## config.mk

```make
export PLATFORM = sky130hd
export DESIGN_NAME = udp_tx_framer
export DESIGN_NICKNAME = d
export VERILOG_FILES = /design/src/rtl/udp_tx_pkg.sv /design/src/rtl/udp_tx_framer_crc32_d8.sv /design/src/rtl/udp_tx_framer.sv
export SDC_FILE = /design/constraint.sdc
export NUM_CORES = 1
export LEC_CHECK = 0
export CAP_MARGIN = 20
export CORE_MARGIN = 2
export CORE_UTILIZATION = 40
export CTS_CLUSTER_DIAMETER = 150
export DETAILED_ROUTE_END_ITERATION = 16
export SLEW_MARGIN = 20
export SYNTH_ARGS = -nofsm -noshare
export SYNTH_HDL_FRONTEND = slang
export SYNTH_SLANG_ARGS = --single-unit
```

## constraint.sdc

```tcl
create_clock -name Clk -period 5.4 [get_ports Clk]
set_clock_uncertainty 0.2 [all_clocks]
set_input_delay 1.08 -clock Clk [delete_from_list [all_inputs] [get_ports Clk]]
set_output_delay 1.08 -clock Clk [all_outputs]
set_load 0.01 [all_outputs]
```

## src/rtl/udp_tx_pkg.sv

```systemverilog
// Shared types, constants and CRC/checksum helpers for the UDP transmit framer.
// Pure declarations: no latency, no flow control.
package udp_tx_pkg;

    typedef enum logic [2:0] {
        IDLE,
        CSUM,
        REQ,
        HDR,
        PAY,
        PAD,
        FCS
    } txState_t;

    localparam logic [15:0] ETH_TYPE_IPV4 = 16'h0800;
    localparam logic [7:0]  IP_PROTO_UDP  = 8'h11;
    localparam int          HDR_LEN       = 42;
    localparam int          MIN_BODY      = 60;
    localparam int          MAX_PAY       = 1472;
    localparam logic [31:0] CRC_INIT      = 32'hFFFF_FFFF;
    localparam logic [31:0] CRC_RESIDUE   = 32'hC704_DD7B;

    typedef struct packed {
        logic [47:0] remoteMac;
        logic [47:0] innerMac;
        logic [31:0] localIp;
        logic [31:0] remoteIp;
        logic [15:0] localPort;
        logic [15:0] remotePort;
        logic [10:0] payLen;
    } txCmd_t;

    // Reflected CRC-32 (poly 04C11DB7 bit-reversed), one byte, LSB first.
    function automatic logic [31:0] crc32Byte(input logic [31:0] c, input logic [7:0] d);
        logic [31:0] r;
        r = c ^ {24'h0, d};
        for (int i = 0; i < 8; i++) begin
            r = r[0] ? ((r >> 1) ^ 32'hEDB8_8320) : (r >> 1);
        end
        return r;
    endfunction

    // Two end-around-carry folds leave at most 16 bits, then one's complement.
    function automatic logic [15:0] ipFold(input logic [31:0] s);
        logic [16:0] f1;
        logic [15:0] f2;
        f1 = {1'b0, s[15:0]} + {1'b0, s[31:16]};
        f2 = f1[15:0] + {15'h0, f1[16]};
        return ~f2;
    endfunction

endpackage

```

## src/rtl/udp_tx_framer_crc32_d8.sv

```systemverilog
// Byte-serial reflected CRC-32 register for the Ethernet FCS.
// Latency: Crc reflects every byte presented with Ena on the previous edge.
// Backpressure: none; caller gates Ena.
module crc32_d8
    import udp_tx_pkg::*;
(
    input  logic        Clk,
    input  logic        Rst,
    input  logic        Init,
    input  logic        Ena,
    input  logic [7:0]  Data,
    output logic [31:0] Crc
);

    logic [31:0] crcNxt;

    always_comb begin
        crcNxt = Crc;
        if (Init) begin
            crcNxt = CRC_INIT;
        end else if (Ena) begin
            crcNxt = crc32Byte(Crc, Data);
        end
    end

    always_ff @(posedge Clk) begin
        if (Rst) begin
            Crc <= CRC_INIT;
        end else begin
            Crc <= crcNxt;
        end
    end

endmodule

```

## src/rtl/udp_tx_framer.sv

```systemverilog
// UDP/IPv4/Ethernet transmit framer; UDP_TX_FCS_EN appends the CRC-32 FCS.
// Latency: Start to ReqOut 7 cycles, grant to SoFOut 1 cycle, then 1 byte/cycle.
// Backpressure: only payload may stall (PayRdy/PayVal); header, pad and FCS never bubble.
module udp_tx_framer
    import udp_tx_pkg::*;
(
    input  logic        Clk,
    input  logic        Rst,
    input  logic [47:0] InnerMAC,
    input  logic [31:0] IPD,
    input  logic [15:0] PortD,
    input  logic [47:0] RemoteMAC,
    input  logic [31:0] RemoteIP,
    input  logic [15:0] RemotePort,
    input  logic        Start,
    input  logic [10:0] PayLen,
    output logic        Busy,
    output logic        LenErr,
    output logic        PayRdy,
    input  logic        PayVal,
    input  logic [7:0]  PayData,
    output logic        ReqOut,
    input  logic        ReqConfirm,
    output logic        SoFOut,
    output logic        EoFOut,
    output logic        ValOut,
    output logic [7:0]  DataOut
);

    localparam logic [10:0] PAD_PAY  = 11'(MIN_BODY - HDR_LEN);
    localparam logic [10:0] HDR_LAST = 11'(HDR_LEN - 1);

`ifdef UDP_TX_FCS_EN
    localparam txState_t TAIL = FCS;
`else
    localparam txState_t TAIL = IDLE;
`endif

    txState_t     state, stateNxt;
    logic [10:0]  cnt, cntNxt;
    txCmd_t       cmd;
    logic [31:0]  acc;
    logic [15:0]  ipCsum, ipId;
    logic         lenOk, startOk, startAcc, payTake, padNeeded;
    logic [10:0]  padLen;
    logic [15:0]  totLen, udpLen, wordA, wordB;
    logic [335:0] hdrVec;
    logic [5:0]   hIdx;
    logic [8:0]   bitOff;
    logic [7:0]   hdrByte;
    logic         valNxt, sofNxt, eofNxt;
    logic [7:0]   dataNxt;

    // EoFOut keeps Busy high for one extra cycle so a Start coinciding with it is dropped.
    assign Busy      = (state != IDLE) || EoFOut;
    assign ReqOut    = (state == REQ);
    assign PayRdy    = (state == PAY) && (cnt != 11'd0);
    assign lenOk     = (PayLen != 11'd0) && (PayLen <= 11'(MAX_PAY));
    assign startOk   = Start && !Busy;
    assign startAcc  = startOk && lenOk;
    assign payTake   = PayRdy && PayVal;
    assign padNeeded = cmd.payLen < PAD_PAY;
    assign padLen    = PAD_PAY - cmd.payLen;
    assign totLen    = 16'd28 + {5'd0, cmd.payLen};
    assign udpLen    = 16'd8 + {5'd0, cmd.payLen};

    assign hdrVec = {cmd.remoteMac, cmd.innerMac, ETH_TYPE_IPV4,
                     8'h45, 8'h00, totLen, ipId, 8'h40, 8'h00, 8'h40, IP_PROTO_UDP,
                     ipCsum, cmd.localIp, cmd.remoteIp,
                     cmd.localPort, cmd.remotePort, udpLen, 16'h0000};
    assign hIdx    = (state == HDR) ? cnt[5:0] : 6'd0;
    assign bitOff  = 9'd328 - {hIdx, 3'b000};
    assign hdrByte = hdrVec[bitOff +: 8];

`ifdef UDP_TX_FCS_EN
    logic [31:0] crc, fcsWord;
    logic [7:0]  fcsByte;

    crc32_d8 uCrc (
        .Clk  (Clk),
        .Rst  (Rst),
        .Init (startAcc),
        .Ena  (valNxt && (state != FCS)),
        .Data (dataNxt),
        .Crc  (crc)
    );

    assign fcsWord = ~crc;
    assign fcsByte = fcsWord[{cnt[1:0], 3'b000} +: 8];
`endif

    always_ff @(posedge Clk) begin
        if (Rst) begin
            state <= IDLE;
            cnt   <= '0;
        end else begin
            state <= stateNxt;
            cnt   <= cntNxt;
        end
    end

    // cnt is a step index in CSUM/HDR/FCS and a down-counter of remaining bytes in PAY/PAD.
    always_comb begin
        stateNxt = state;
        cntNxt   = cnt;
        case (state)
            IDLE: begin
                cntNxt = '0;
                if (startAcc) stateNxt = CSUM;
            end
            CSUM: begin
                if (cnt == 11'd5) begin
                    stateNxt = REQ;
                    cntNxt   = '0;
                end else begin
                    cntNxt = cnt + 11'd1;
                end
            end
            REQ: begin
                if (ReqConfirm) begin
                    stateNxt = HDR;
                    cntNxt   = 11'd1;
                end
            end
            HDR: begin
                if (cnt == HDR_LAST) begin
                    stateNxt = PAY;
                    cntNxt   = cmd.payLen;
                end else begin
                    cntNxt = cnt + 11'd1;
                end
            end
            PAY: begin
                if (payTake) begin
                    cntNxt = cnt - 11'd1;
                    if (cnt == 11'd1) begin
                        if (padNeeded) begin
                            stateNxt = PAD;
                            cntNxt   = padLen;
                        end else begin
                            stateNxt = TAIL;
                        end
                    end
                end
            end
            PAD: begin
                cntNxt = cnt - 11'd1;
                if (cnt == 11'd1) stateNxt = TAIL;
            end
`ifdef UDP_TX_FCS_EN
            FCS: begin
                cntNxt = cnt + 11'd1;
                if (cnt == 11'd3) begin
                    stateNxt = IDLE;
                    cntNxt   = '0;
                end
            end
`endif
            default: begin
                stateNxt = IDLE;
                cntNxt   = '0;
            end
        endcase
    end

    always_comb begin
        valNxt  = 1'b0;
        sofNxt  = 1'b0;
        eofNxt  = 1'b0;
        dataNxt = 8'h00;
        case (state)
            REQ: begin
                valNxt  = ReqConfirm;
                sofNxt  = ReqConfirm;
                dataNxt = ReqConfirm ? hdrByte : 8'h00;
            end
            HDR: begin
                valNxt  = 1'b1;
                dataNxt = hdrByte;
            end
            PAY: begin
                valNxt  = payTake;
                dataNxt = payTake ? PayData : 8'h00;
                eofNxt  = payTake && (cnt == 11'd1) && !padNeeded && (TAIL == IDLE);
            end
            PAD: begin
                valNxt = 1'b1;
                eofNxt = (cnt == 11'd1) && (TAIL == IDLE);
            end
`ifdef UDP_TX_FCS_EN
            FCS: begin
                valNxt  = 1'b1;
                dataNxt = fcsByte;
                eofNxt  = (cnt == 11'd3);
            end
`endif
            default: begin
                valNxt = 1'b0;
            end
        endcase
    end

    always_comb begin
        wordA = 16'h0000;
        wordB = 16'h0000;
        case (cnt[2:0])
            3'd0: begin wordA = {8'h45, 8'h00};         wordB = totLen;                end
            3'd1: begin wordA = ipId;                   wordB = {8'h40, 8'h00};        end
            3'd2: begin wordA = {8'h40, IP_PROTO_UDP};  wordB = cmd.localIp[31:16];    end
            3'd3: begin wordA = cmd.localIp[15:0];      wordB = cmd.remoteIp[31:16];   end
            3'd4: begin wordA = cmd.remoteIp[15:0];     wordB = 16'h0000;              end
            default: begin wordA = 16'h0000;            wordB = 16'h0000;              end
        endcase
    end

    always_ff @(posedge Clk) begin
        if (Rst) begin
            cmd    <= '0;
            acc    <= '0;
            ipCsum <= '0;
            ipId   <= '0;
        end else begin
            if (startAcc) begin
                cmd <= '{remoteMac: RemoteMAC, innerMac: InnerMAC, localIp: IPD,
                         remoteIp: RemoteIP, localPort: PortD, remotePort: RemotePort,
                         payLen: PayLen};
                acc <= '0;
            end
            if (state == CSUM) begin
                if (cnt == 11'd5) begin
                    ipCsum <= ipFold(acc);
                end else begin
                    acc <= acc + {16'h0, wordA} + {16'h0, wordB};
                end
            end
            if (eofNxt) ipId <= ipId + 16'd1;
        end
    end

    always_ff @(posedge Clk) begin
        if (Rst) begin
            ValOut  <= 1'b0;
            SoFOut  <= 1'b0;
            EoFOut  <= 1'b0;
            DataOut <= 8'h00;
            LenErr  <= 1'b0;
        end else begin
            ValOut  <= valNxt;
            SoFOut  <= sofNxt;
            EoFOut  <= eofNxt;
            DataOut <= dataNxt;
            LenErr  <= startOk && !lenOk;
        end
    end

endmodule

```

==> impl_metrics.tcl <==
set metrics [dict create \
    met1_usage_pct 38.42 \
    grt_start_max_net_pins 166 \
    dieArea_mm2 0.04376 \
    grt_pass1_wl_um 98580 \
    cp_slowest_cell "dfxtp_1" \
    io_buffers 230 \
    synth_ff_type "dfxtp_1" \
    cts_tree "done" \
    ys_types 80 \
    busiest_layer "met2" \
    hold_buffers 0 \
    slowest_delay_ns 0.45 \
    worst_setup_path_end_kind "flop" \
    core_area_mm2 0.04176 \
    grt_usage_pct 29.19 \
    status "complete, no violations" \
    initial_utilization_pct 40.33 \
    insertion_delay_ns 0.56 \
    placed_area_mm2 0.01975 \
    setup_ws_ns 0.3607 \
    synth_edf_count 0 \
    rows 75 \
    cpLargestDelayFamily "compound AO/OA/AOI/OAI gates" \
    die_w_um 209.2 \
    fillers 4177 \
    muxShareOfSynthArea_pct 4.145 \
    powerDensity_mw_per_mm2 360.3 \
    avgSynthCellArea_um2 7.516 \
    antennaDiodeCount 0 \
    syn2layout_area_growth_pct 23.98 \
    cp-start-kind "flop" \
    crit_arrival_ns 5.29 \
    yosys.cell_count.top_type "nand2_1" \
    instances_no_fill 2965 \
    ioPinCount 231 \
    grt_pass1_vias 16641 \
    critPathKind "reg2reg" \
    critPathMaxFanout 13 \
    totalWireLength_um 64940 \
    clock_path_buffers 3 \
    synth_common_cells "nand2_1, a21oi_1, dfxtp_1, clkbuf_1, nor2_1" \
    wl_per_cell_um 21.90 \
    path_common_cell "nor2_1" \
    clkTransAtPathRegs_ns 0.06 \
    drtIter0Drc 1726 \
    drive_above_1_share_pct 6.925 \
    placed_cells 2906 \
    drc 0 \
    startpoint "cmd[3]" \
    crit_required_ns 5.65 \
    netlist_instances 2241 \
    grt_use_met3_pct 5.515 \
    clockRootBuffer "clkbuf_16" \
    final_util_pct 50.00 \
    synth_area_leaders "dfxtp_1, nand2_1, a21oi_1" \
    synth_seq_area_share_pct 34.83 \
    yosys_warnings 0 \
    die_y_um 209.2 \
    fin_area_mm2 0.02088 \
    max_clock_freq_ghz 0.1984 \
    viasPerCell 5.782 \
    cts-htree-levels 2 \
    cts_setup_buffers 0 \
    final_max_slew_viol_count 0 \
    cts_buffers 35 \
    synth-xor-area-share_pct 3.380 \
    hpwl_um 48450 \
    drt_first_pass_iters 8 \
    r2r-end "acc[20]" \
    whs_ns 0.2520 \
    place_ws_ns 0.1263 \
    vias 17144 \
    r2r_setup_slack_ns 0.36 \
    synth_simple_gate_area_share_pct 23.88 \
    max_cap_viol_count 0 \
    finalPower_mw 7.524 \
    path_depth 19 \
    worstMarginPinSlew_ns 1.049 \
    timing.final.crit_share_pct 93.32 \
    clock-sinks 293 \
    globalplace.congestion 0.9484 \
    synth_seq_cells 293 \
    post-route-min-period_ns 5.039 \
    relSlewSlack_pct 29.90 \
    syn-cell-area_mm2 0.01684 \
    ant_nets 0 \
    power.leakage_nw 7.621 \
    synthesis.nets 2525 \
    critical_path.endpoint "acc[20]" \
    antenna_found_initial 5 \
    synth_top_family_by_area "simple AND/OR/NAND/NOR gates" \
    netlist.area_leader.share_pct 34.83 \
    holdCritPathClass "reg2reg" \
    irDropWorstVdd_v 0.0002247 \
    nets 2688 \
    reg2reg_from "cmd[3]" \
    synth_compound_area_share_pct 23.08 \
    rr_worst_depth 19 \
    use_met2_pct 47.83 \
    critPathBufInv 3 \
    finalHoldViolCount 0 \
    synth-async-reset-ratio_pct 0 \
    crit_chain "inv_1 > ha_1 > a21boi_0 > buf_4 > nor2_1 > xnor2_1 > nor2_1 > a221oi_1 > nor2_1 > fa_1 > ha_1 > a2111oi_1 > a31oi_2 > a221o_1 > a21oi_2 > o21ai_0 > buf_4 > and3_1 > a22o_1" \
    synth_top_area_cell "dfxtp_1" \
    setup_viol 0 \
    overflow 0 \
    fin_tns_setup_ns 0 \
    synth_fa_ha_area_share_pct 5.854 \
]
## tightest hold or removal path, delay by kind of cell (launching register included)
kind | cells | cell delay (ns)
flops | 1 | 0.31
simple gates | 1 | 0.05
compound gates | 1 | 0.05
## sequential cells by signal, summed over array words and instances (netlist names)
register	flops
cmd	203
acc	32
ipCsum	16
ipId	16
cnt	11
DataOut	8
state	3
EoFOut	1
LenErr	1
SoFOut	1
ValOut	1
## logic make-up after synthesis
group                    Yosys count
AO/OA/AOI/OAI                    624
XOR/XNOR                          65
adder cells (fa/ha/maj)           68
buffers and inverters            207
flip-flops                       293
multiplexers                      53
AND/OR/NAND/NOR                  931
## cell type report
type	instances	area [µm²]	area share, %
Inverter	38	142.6	0.6831
Multi-Input combinational cell	1741	10230	48.97
Sequential cell	293	5867	28.10
Tap cell	539	674.4	3.230
Clock buffer	50	1022	4.895
Clock inverter	9	92.59	0.4434
Timing Repair Buffer	295	2856	13.68
## placed cells by master, fill, tap and decap left out, types with 14 or more instances in the layout
cell / Yosys / layout
nor2_1: 128 / 127
nand2_1: 575 / 574
o21ai_0: 79 / 79
buf_4: 0 / 60
ha_1: 50 / 49
nand3_1: 59 / 59
clkdlybuf4s50_1: 0 / 229
a21oi_1: 305 / 304
a222oi_1: 22 / 22
xnor2_1: 43 / 41
a31oi_1: 25 / 24
fa_1: 18 / 18
a22oi_1: 19 / 19
dfxtp_1: 293 / 292
clkbuf_16: 0 / 35
nor4_1: 18 / 18
nor2b_1: 19 / 19
a21o_1: 17 / 17
nand4_1: 15 / 15
nor3_1: 29 / 29
and2_1: 18 / 18
a311oi_1: 20 / 19
and3_1: 14 / 14
inv_1: 36 / 36
a211oi_1: 32 / 32
xor2_1: 22 / 22
mux2i_1: 36 / 36
## how the worst min path moves through the flow
stage                     slack [ns]  startpoint        end  cells after the start
after floorplan                 0.23   ipCsum[4]  ipCsum[4]                      2
after global placement          0.24    cmd[173]   cmd[173]                      2
after detailed placement        0.24    cmd[173]   cmd[173]                      2
after CTS                       0.25    cmd[173]   cmd[173]                      2
after global routing            0.27    cmd[165]   cmd[165]                      2
final                           0.25    cmd[173]   cmd[173]                      2
## metal layers
layer  part of all wire, %  wire (µm)
met5                  0.10         68
met4                   3.3       2142
met3                   6.9       4500
met2                    46      30170
met1                    43      28060
## power breakdown
part           switching (mW)  total (mW)  internal [mW]
Clock                   0.973        2.34           1.36
Sequential              0.295        2.75           2.46
Combinational            1.51        2.44          0.930
Total                    2.77        7.52           4.75
## timing repair
| item | in CTS | in global routing |
|---|---|---|
| gates resized for setup | 0 | 5 |
| setup endpoints to repair | 0 | 11 |
| hold endpoints to repair | 0 | 0 |
Note: power is estimated with default switching activity, not from simulation.
